[src/rtl/util_fifo_v2.sv]
// Single-clock FIFO using all 2**ADDR_W slots, with level flags, sticky error flags and synchronous flush.
// The FWFT parameter selects a registered read port (1-cycle latency) or an asynchronous first-word-fall-through read port.
module util_fifo_v2 #(
  parameter int DATA_W    = 32,
  parameter int ADDR_W    = 3,
  parameter bit FWFT      = 1'b0,
  parameter int AF_THRESH = (1 << ADDR_W) - 2,
  parameter int AE_THRESH = 2
) (
  input  logic              clk,
  input  logic              rst_n,
  input  logic              flush,
  input  logic              wr_en,
  input  logic [DATA_W-1:0] din,
  input  logic              rd_en,
  output logic [DATA_W-1:0] dout,
  output logic              dout_valid,
  output logic              full,
  output logic              empty,
  output logic              almost_full,
  output logic              almost_empty,
  output logic [ADDR_W:0]   count,
  output logic              overflow,
  output logic              underflow,
  input  logic              clr_err
);

  localparam int DEPTH = 1 << ADDR_W;
  localparam logic [ADDR_W:0] AF_LVL = (ADDR_W+1)'(AF_THRESH);
  localparam logic [ADDR_W:0] AE_LVL = (ADDR_W+1)'(AE_THRESH);

  logic [DATA_W-1:0] mem [DEPTH];
  logic [ADDR_W:0]   wr_ptr;
  logic [ADDR_W:0]   rd_ptr;
  logic              wr_acc;
  logic              rd_acc;
  logic              ovf_evt;
  logic              unf_evt;

  // The extra pointer bit distinguishes full from empty when the low bits match.
  assign count        = wr_ptr - rd_ptr;
  assign empty        = (wr_ptr == rd_ptr);
  assign full         = (wr_ptr[ADDR_W] != rd_ptr[ADDR_W]) &&
                        (wr_ptr[ADDR_W-1:0] == rd_ptr[ADDR_W-1:0]);
  assign almost_full  = (count >= AF_LVL);
  assign almost_empty = (count <= AE_LVL);

  assign wr_acc  = wr_en & ~full  & ~flush;
  assign rd_acc  = rd_en & ~empty & ~flush;
  assign ovf_evt = wr_en &  full  & ~flush;
  assign unf_evt = rd_en &  empty & ~flush;

  always_ff @(posedge clk) begin
    if (wr_acc) begin
      mem[wr_ptr[ADDR_W-1:0]] <= din;
    end
  end

  always_ff @(posedge clk) begin
    if (!rst_n) begin
      wr_ptr <= '0;
      rd_ptr <= '0;
    end else if (flush) begin
      wr_ptr <= '0;
      rd_ptr <= '0;
    end else begin
      if (wr_acc) wr_ptr <= wr_ptr + 1'b1;
      if (rd_acc) rd_ptr <= rd_ptr + 1'b1;
    end
  end

  // A new error event in the same cycle as clr_err keeps the flag set.
  always_ff @(posedge clk) begin
    if (!rst_n) begin
      overflow  <= 1'b0;
      underflow <= 1'b0;
    end else begin
      overflow  <= ovf_evt | (overflow  & ~clr_err);
      underflow <= unf_evt | (underflow & ~clr_err);
    end
  end

  if (FWFT) begin : g_fwft
    assign dout       = mem[rd_ptr[ADDR_W-1:0]];
    assign dout_valid = ~empty;
  end else begin : g_std
    logic [DATA_W-1:0] dout_q;
    logic              dout_valid_q;

    always_ff @(posedge clk) begin
      if (!rst_n) begin
        dout_q       <= '0;
        dout_valid_q <= 1'b0;
      end else begin
        dout_valid_q <= rd_acc;
        if (rd_acc) dout_q <= mem[rd_ptr[ADDR_W-1:0]];
      end
    end

    assign dout       = dout_q;
    assign dout_valid = dout_valid_q;
  end

endmodule

[config.mk]
export PLATFORM = sky130hd
export DESIGN_NAME = util_fifo_v2
export DESIGN_NICKNAME = d
export VERILOG_FILES = /design/src/rtl/util_fifo_v2.sv
export SDC_FILE = /design/constraint.sdc
export NUM_CORES = 1
export LEC_CHECK = 0
export CAP_MARGIN = 30
export CORE_ASPECT_RATIO = 1.5
export CORE_MARGIN = 2
export CORE_UTILIZATION = 60
export DETAILED_ROUTE_END_ITERATION = 16
export PLACE_DENSITY = 0.81
export SLEW_MARGIN = 20
export SYNTH_ARGS = -nofsm -noshare
export SYNTH_HDL_FRONTEND = slang
export SYNTH_SLANG_ARGS = --single-unit
export TNS_END_PERCENT = 30
[constraint.sdc]
create_clock -name clk -period 11.5 [get_ports clk]
set_input_delay 2.3 -clock clk [delete_from_list [all_inputs] [get_ports clk]]
set_output_delay 2.3 -clock clk [all_outputs]
set_load 0.005 [all_outputs]
# ---- Yosys cells after proc, flatten, opt, wreduce, memory -nomap -nowiden
# Memory sizes are Yosys's and may differ from the RTL's. A register that Yosys moved wholly into a read port is not among the register bits.
# Cells that the tools add are included.
dict set report classes {
  add_sub_neg 3
  order_cmp 2
  eq_ne 3
  muxes 2
  bitwise 17
  reduce_logical 3
}
# op n
set ops {}
lappend ops {{1-bit bitwise AND} 10}
lappend ops {{4-bit by 1-bit adder with 4-bit output, second input constant} 2}
lappend ops {{1-bit NOT} 5}
lappend ops {{4-bit equality test} 1}
lappend ops {{4-bit by 3-bit >= comparator with 1-bit output, second input constant} 1}
lappend ops {{4-bit by 2-bit <= comparator with 1-bit output, second input constant} 1}
lappend ops {{4-bit subtractor} 1}
lappend ops {{3-bit equality test} 1}
lappend ops {{1-bit two-way mux} 2}
lappend ops {{1-bit bitwise OR} 2}
lappend ops {{2-bit OR reduction} 1}
lappend ops {{1-bit logical AND} 1}
lappend ops {{1-bit logical NOT} 1}
lappend ops {{1-bit inequality test} 1}
dict set report word_totals {
  ff_bits 11
  ramBits 256
  in_bits 38
  out_inout_bits 43
  wordCells 36
  memories 1
}
# name words word_bits read_ports rd_ports_with_merged_regs write_ports line
set memory_table {}
lappend memory_table {mem 8 32 1 1 1 32} ;# logic [DATA_W-1:0] mem [DEPTH];

# ---- Depth between registers and ports, before layout
# Gate-level depths: netlist of run 1.
dict set report logic_depth {
  depth_word 7
  ltp_mapped 9
  ltp_nobuf 6
}

# ---- Least setup slack after synthesis of run 1
# No wires, ideal clock.
dict set report synth_path {
  path_kind {input port to flip-flop}
  startpoint {in wr_en}
  endpoint {mem mem[0][0] (enable)}
  setup_time_ns 0.501
  t_arrival_ns 5.776
  required_ns 10.999
  setup_slack_ns 5.223
  stages 3
  path_buffers 0
  path_cell_list {nor2b_1 -> o21ai_4 -> nor4_1}
}
dict set report synth_via {
  elab_chain_len 4
}
# element line
set synth_lines {}
lappend synth_lines {{start, declared} 13} ;# input logic wr_en,
lappend synth_lines {{1-bit bitwise AND (2 in a row)} 48} ;# assign wr_acc = wr_en & ~full & ~flush;
lappend synth_lines {{1-bit two-way mux} 54} ;# if (wr_acc) begin
lappend synth_lines {{1-bit two-way mux (not written as such)} 55} ;# mem[wr_ptr[ADDR_W-1:0]] <= din;
lappend synth_lines {{end, declared} 32}
# No other way between the ends.

# ---- Worst setup path after layout of run 1
dict set report layout_path {
  startpoint {reg rd_ptr[1]}
  endpoint {out almost_empty}
}
dict set report layout_via {
  elab_chain_len 2
}
# element line
set layout_lines {}
lappend layout_lines {{start, declared} 34} ;# logic [ADDR_W:0] rd_ptr;
lappend layout_lines {{start signal, assigned} 68} ;# if (rd_acc) rd_ptr <= rd_ptr + 1'b1;
lappend layout_lines {{4-bit subtractor} 41} ;# assign count = wr_ptr - rd_ptr;
lappend layout_lines {{4-bit by 2-bit <= comparator with 1-bit output} 46} ;# assign almost_empty = (count <= AE_LVL);
lappend layout_lines {{end, declared} 21} ;# output logic almost_empty,
# No other way between the ends.

==> impl_metrics.yaml, run 1 <==
logic_synthesis:
  synth_mux_area_share_pct: 12.11
  synth_sequential_area_ratio_pct: 74.81
  postSynthAreaPerCell_um2: 17.94
  ys_types: 43
  yosysWarnings: 0
  synthesis.area_um2: 11430
  syn_inst: 637
  synth_top_family_by_area: "multiplexers"
  synth_xor_xnor_area_share_pct: 0.7555
  synth_simple_gate_area_share_pct: 1.818
  synth_fp_nets: 681
  synth_fa_ha_area_share_pct: 0.7227
  ys_ff_latch: 299
  synth_compound_area_share_pct: 7.019
finish:
  area_growth_pct: 16.85
  final_common_cell: "edfxtp_1"
  diodes: 0
  multiInputGateArea_um2: 2605
  layout-drive-gt1-share_pct: 14.38
  layout_common_cells: "edfxtp_1, clkdlybuf4s50_1, a21oi_1, mux2i_1, dfxtp_1"
  fillers: 1144
  nNetsFinal: 768
  seq_area_um2: 8554
min_path:
  hp-class: "flip-flop to flip-flop"
  worstHoldStart: "overflow"
floorplan:
  die_w_um: 116.7
  core_um2: 18620
  die-height_um: 173.0
  initial_core_util_pct: 61.36
  num_rows: 61
  top_level_ports: 81
  dieArea_um2: 20190
sta:
  max_freq_mhz: 188.1
  setup_viol: 0
  post-route-period-util_pct: 46.24
  skew_ns: 0.009767
  finalMaxSlewViolations: 0
  slew_headroom_pct: 52.72
  rsz0062_at_grt: "no"
  hold_viol: 0
  period_needed_ns: 5.318
  worst_pin_slew_ns: 0.7092
  setup_tns_ns: 0
placement:
  hpwl_mm: 12.99
  gp_congestion: 0.8182
  port-buffer-count: 80
routing:
  antenna_left: 0
  drcViolationCount: 0
  drt_wl_total_mm: 23.90
  wl_per_cell_um: 23.99
  viasPerCell: 6.204
  dr.pass1.iters: 4
  drtIter0Drc: 557
  vias: 6179
pwr:
  ir_worst_vdd_mv: 0.1389
  p_leak_nw: 4.145
  seqPwrFrac_pct: 56.2
  pwr-share-clk_pct: 40.9
  switchingPower_mw: 0.4150
  p_int_mw: 1.702
  p_per_area_nw_per_um2: 158.5
  switching_share_pct: 19.61
  p_comb_share_pct: 2.9
  finalPower_mw: 2.117
worst_setup_path:
  crit_path_start_kind: "flip-flop"
  startpoint: "rd_ptr[1]"
  crit_required_ns: 9.20
  worst-path-max-fanout: 39
  crit_type: "flip-flop to output pin"
  worstPathArrival_ns: 3.02
  end_kind: "output pin"
  worstReg2RegStart: "rd_ptr[1]"
global_routing:
  antenna_found_initial: 0
  grt_max_degree: 68
  grt_pass1_vias: 6621
  grtUsageTotal_pct: 24.23
  grt_pass1_wl_mm: 36.78
  grt_overflow: 0
cts:
  cts_max_level: 1
  cts_setup_buffers: 0
  hold_buffers: 0
  cts.sinks: 299
  cts_tree: "yes"
  clkTransAtPathRegs_ns: 0.07
  cts_root_buffer: "clkbuf_16"
  cts_buffers: 26
  cts.path.max_buffers: 3
  cts_resized: 0
  insertion_delay_ns: 0.53
status:
  status: "complete, no violations"
flow_run:
  drv_cap: 0
path summary, 6_finish.rpt:
| kind | slack [ns] | depth (start not counted) | end |
|---|---|---|---|
| setup / recovery | 6.18 | 8 | almost_empty |
| hold / removal | 0.49 | 2 | overflow |
| setup reg to reg | 8.38 | 8 | mem[5][17] |
| hold reg to reg | 0.49 | 2 | overflow |
cells in the mapped netlist, drive strengths merged:
| cell | instances | area share (%) |
|---|---|---|
| edfxtp | 256 | 67 |
| a21oi | 65 | 2.9 |
| mux2i | 64 | 5.6 |
| dfxtp | 43 | 7.5 |
| o21ai | 35 | 1.6 |
| mux4 | 33 | 6.5 |
| o22ai | 31 | 1.7 |
| buf | 27 | 2.1 |
| nor2 | 13 | 0.43 |
| clkbuf | 10 | 0.33 |
| inv | 10 | 0.33 |
| xnor2 | 8 | 0.68 |
| nand2 | 7 | 0.23 |
| ha | 5 | 0.55 |
| nand2b | 5 | 0.27 |
| nor3 | 4 | 0.22 |
| a211oi | 2 | 0.18 |
| and2 | 2 | 0.11 |
| and3 | 2 | 0.15 |
| nand3 | 2 | 0.13 |
| nor2b | 2 | 0.11 |
| or2 | 2 | 0.11 |
| a2111oi | 1 | 0.24 |
| a21boi | 1 | 0.066 |
| a31oi | 1 | 0.055 |
| fa | 1 | 0.18 |
| nor4 | 1 | 0.055 |
| o211ai | 1 | 0.066 |
| o21a | 1 | 0.066 |
| o32ai | 1 | 0.077 |
| xor2 | 1 | 0.077 |
cell families after synthesis:
logic type	Yosys count
flops	299
compound gates	139
mux	97
buf+inv	47
simple gates	40
xor+xnor	9
fa+ha+maj	6
layout make-up:
| type | count | share of cell area, % |
|---|---|---|
| Timing Repair Buffer | 96 | 7.346 |
| Clock inverter | 21 | 1.462 |
| Clock buffer | 27 | 4.976 |
| Multi-Input combinational cell | 291 | 19.51 |
| Inverter | 10 | 0.2811 |
| Tap cell | 252 | 2.361 |
| Sequential cell | 299 | 64.06 |
power by group through the flow:
stage                     Combinational (mW)  Clock [mW]  Sequential, mW
final                                 0.0613       0.866            1.19
after global routing                  0.0662       0.920            1.19
after detailed placement              0.0598           0            1.21
after CTS                             0.0611       0.878            1.19
after global placement                0.0565           0            1.21
after floorplan                       0.0230           0            1.21
state kept, by name (all words and copies together), names as in the netlist:
| register | flops |
|---|---|
| dout | 32 |
| underflow | 1 |
| dout_valid | 1 |
| overflow | 1 |
| rd_ptr | 4 |
| wr_ptr | 4 |
| mem | 256 |
critical path, cell delays in order, from the launching register on:
cell	delay, ns
dfxtp_2	0.32
buf_4	0.47
inv_1	0.14
ha_1	0.35
nor2b_1	0.15
o21ai_0	0.22
and3_1	0.23
o21a_1	0.13
clkdlybuf4s50_1	0.49
metal layers:
layer | up-vias | track usage, % | wire length (um)
met2 | 250 | 43.42 | 13190
met1 | 3165 | 29.02 | 8606
met3 | 66 | 3.260 | 1298
met5 | - | 0 | 0
li1 | 2698 | - | -
met4 | 0 | 9.853 | 797
through the flow:
stage / setup WS [ns] / cell area [um2] / hold slack (ns) / cells / utilization (%)
finish: 6.182 / 13350 / 0.4924 / 996 / 71.70
CTS: 6.194 / 13350 / 0.5028 / 996 / 71.70
detailed placement: 6.753 / 12490 / 0.4906 / 948 / 67.09
global route: 5.984 / 13350 / 0.5346 / 996 / 71.70
floorplan: 5.223 / 11430 / 0.4722 / 637 / -
global placement: 6.661 / 12410 / 0.4686 / 945 / 66.64
Note: power is estimated with default switching activity, not from simulation.
==> inputs of run 2 (changes only) <==
Settings changed: CORE_UTILIZATION 60 to 53, PLACE_DENSITY 0.81 to 0.76.
Clock period 11.5 ns to 4.8 ns, I/O delays scaled along.
==> run 2 against run 1 <==
Net effect: non-clock buffer count is 3 higher; register-to-register slack got worse by 6.5 ns; sequential share of layout area down 0.10 points; via count shrank 3.3%; clock power grew 130%; clock-buffer cell count rose by 6; clock skew grew 0.0039 ns; worst setup slack got worse by 5.1 ns; design area is 0.16% higher; total power rose by 140%; critical path type unchanged; largest cell class unchanged; highest routed layer unchanged.
==> impl_metrics.yaml, run 2 (synthesis gave the netlist of run 1 again) <==
status:
  status: "complete, no violations"
routing:
  drcViolationCount: 0
  drt_wl_total_mm: 22.62
  viasPerCell: 5.901
  wl_per_cell_um: 22.33
  vias: 5978
  antenna_left: 0
  dr.pass1.iters: 7
  drtIter0Drc: 444
worst_setup_path:
  end_kind: "output pin"
  worstPathArrival_ns: 2.78
  worst-path-max-fanout: 38
  worstPathCellList: "buf_4, inv_1, ha_1, o21ai_0, a21oi_1, o21a_1, clkdlybuf4s50_1"
  slowest_delay_ns: 0.49
  ff2ff_path_depth: 8
  crit_path_top_delay_cell: "clkdlybuf4s50_1"
  crit_required_ns: 3.84
  crit_path_start_kind: "flip-flop"
  crit_type: "flip-flop to output pin"
sta:
  holdWs_ns: 0.5003
  finalMaxSlewViolations: 0
  worst_pin_slew_ns: 0.9116
  setup_viol: 0
  finalWorstSetupSlack_ns: 1.058
  post-route-period-util_pct: 77.97
  max_freq_mhz: 267.2
  setup_tns_ns: 0
  skew_ns: 0.01369
  period_needed_ns: 3.742
  rsz0062_at_grt: "no"
  hold_viol: 0
  slew_headroom_pct: 39.03
finish:
  final_common_cell: "edfxtp_1"
  final_area_um2: 13370
  largest_register_ffs: 256
  diodes: 0
  layout_common_cells: "edfxtp_1, clkdlybuf4s50_1, a21oi_1, mux2i_1, dfxtp_1"
  fin_cells: 1013
  layout-drive-gt1-share_pct: 14.90
  area_growth_pct: 17.04
  nNetsFinal: 770
cts:
  cts_resized: 0
  insertion_delay_ns: 0.53
  clkTransAtPathRegs_ns: 0.06
  cts_tree: "yes"
  cts_buffers: 25
  cts.sinks: 299
  cts_root_buffer: "clkbuf_16"
  cts.path.max_buffers: 3
  cts_setup_buffers: 0
  hold_buffers: 0
  cts_max_level: 1
pwr:
  ir_worst_vdd_mv: 0.2473
  p_leak_nw: 4.157
  p_per_area_nw_per_um2: 375.3
placement:
  gp_congestion: 0.8360
  dp.cells: 966
  placed_cell_area_um2: 12520
  post-place-ws_ns: 1.505
  port-buffer-count: 80
  hpwl_mm: 13.21
global_routing:
  grtUsageTotal_pct: 20.23
  grt_overflow: 0
  grt_max_degree: 57
  grt_pass1_wl_mm: 34.79
  antenna_found_initial: 0
  grt_pass1_vias: 6428
floorplan:
  dieArea_um2: 22780
  die_w_um: 123.9
  num_rows: 65
  die-height_um: 183.8
  top_level_ports: 81
  initial_core_util_pct: 54.25
  core_um2: 21060
min_path:
  hp-class: "flip-flop to flip-flop"
  whs_path_depth: 2
flow_run:
  drv_cap: 0
[run 2: stage by stage]
stage	power, mW	utilization (%)
global placement	3.041	59.16
finish	5.019	63.49
detailed placement	3.049	59.42
floorplan	2.960	-
CTS	5.058	63.36
global route	5.165	63.49
[run 2: worst paths after layout]
| path | startpoint | endpoint | slack (ns) |
|---|---|---|---|
| max reg2reg | rd_ptr[2] | dout[21] | 1.85 |
| max | rd_ptr[2] | almost_empty | 1.06 |
| min | overflow | overflow | 0.50 |
| min reg2reg | overflow | overflow | 0.50 |
[run 2: layer usage]
layer	vias up	global-route usage, %	part of all wire, %
met3	36	2.574	4.5
met5	-	0	0
met2	173	37.30	55
met4	0	5.798	2.2
li1	2698	-	-
met1	3071	24.61	39
[run 2: worst max-delay path: cells and delay by family (launching register included)]
kind / cells / cell delay, ns
buffers and inverters: 3 / 1.03
AOI/OAI and AO/OA: 3 / 0.54
adders and majority gates: 1 / 0.36
DFF: 1 / 0.31
[run 2: report_power, final]
part	switching, mW	total (mW)	internal, mW
Sequential	0.00822	2.85	2.84
Combinational	0.0820	0.147	0.0654
Clock	0.878	2.02	1.15
Total	0.968	5.02	4.05
[run 2: final cells by class]
class / count / area (um2)
Clock buffer: 33 / 705.7
Timing Repair Buffer: 99 / 1003
Multi-Input combinational cell: 291 / 2614
Fill cell: 1436 / 7690
Tap cell: 268 / 335.3
Inverter: 10 / 37.54
Clock inverter: 13 / 123.9
Sequential cell: 299 / 8554
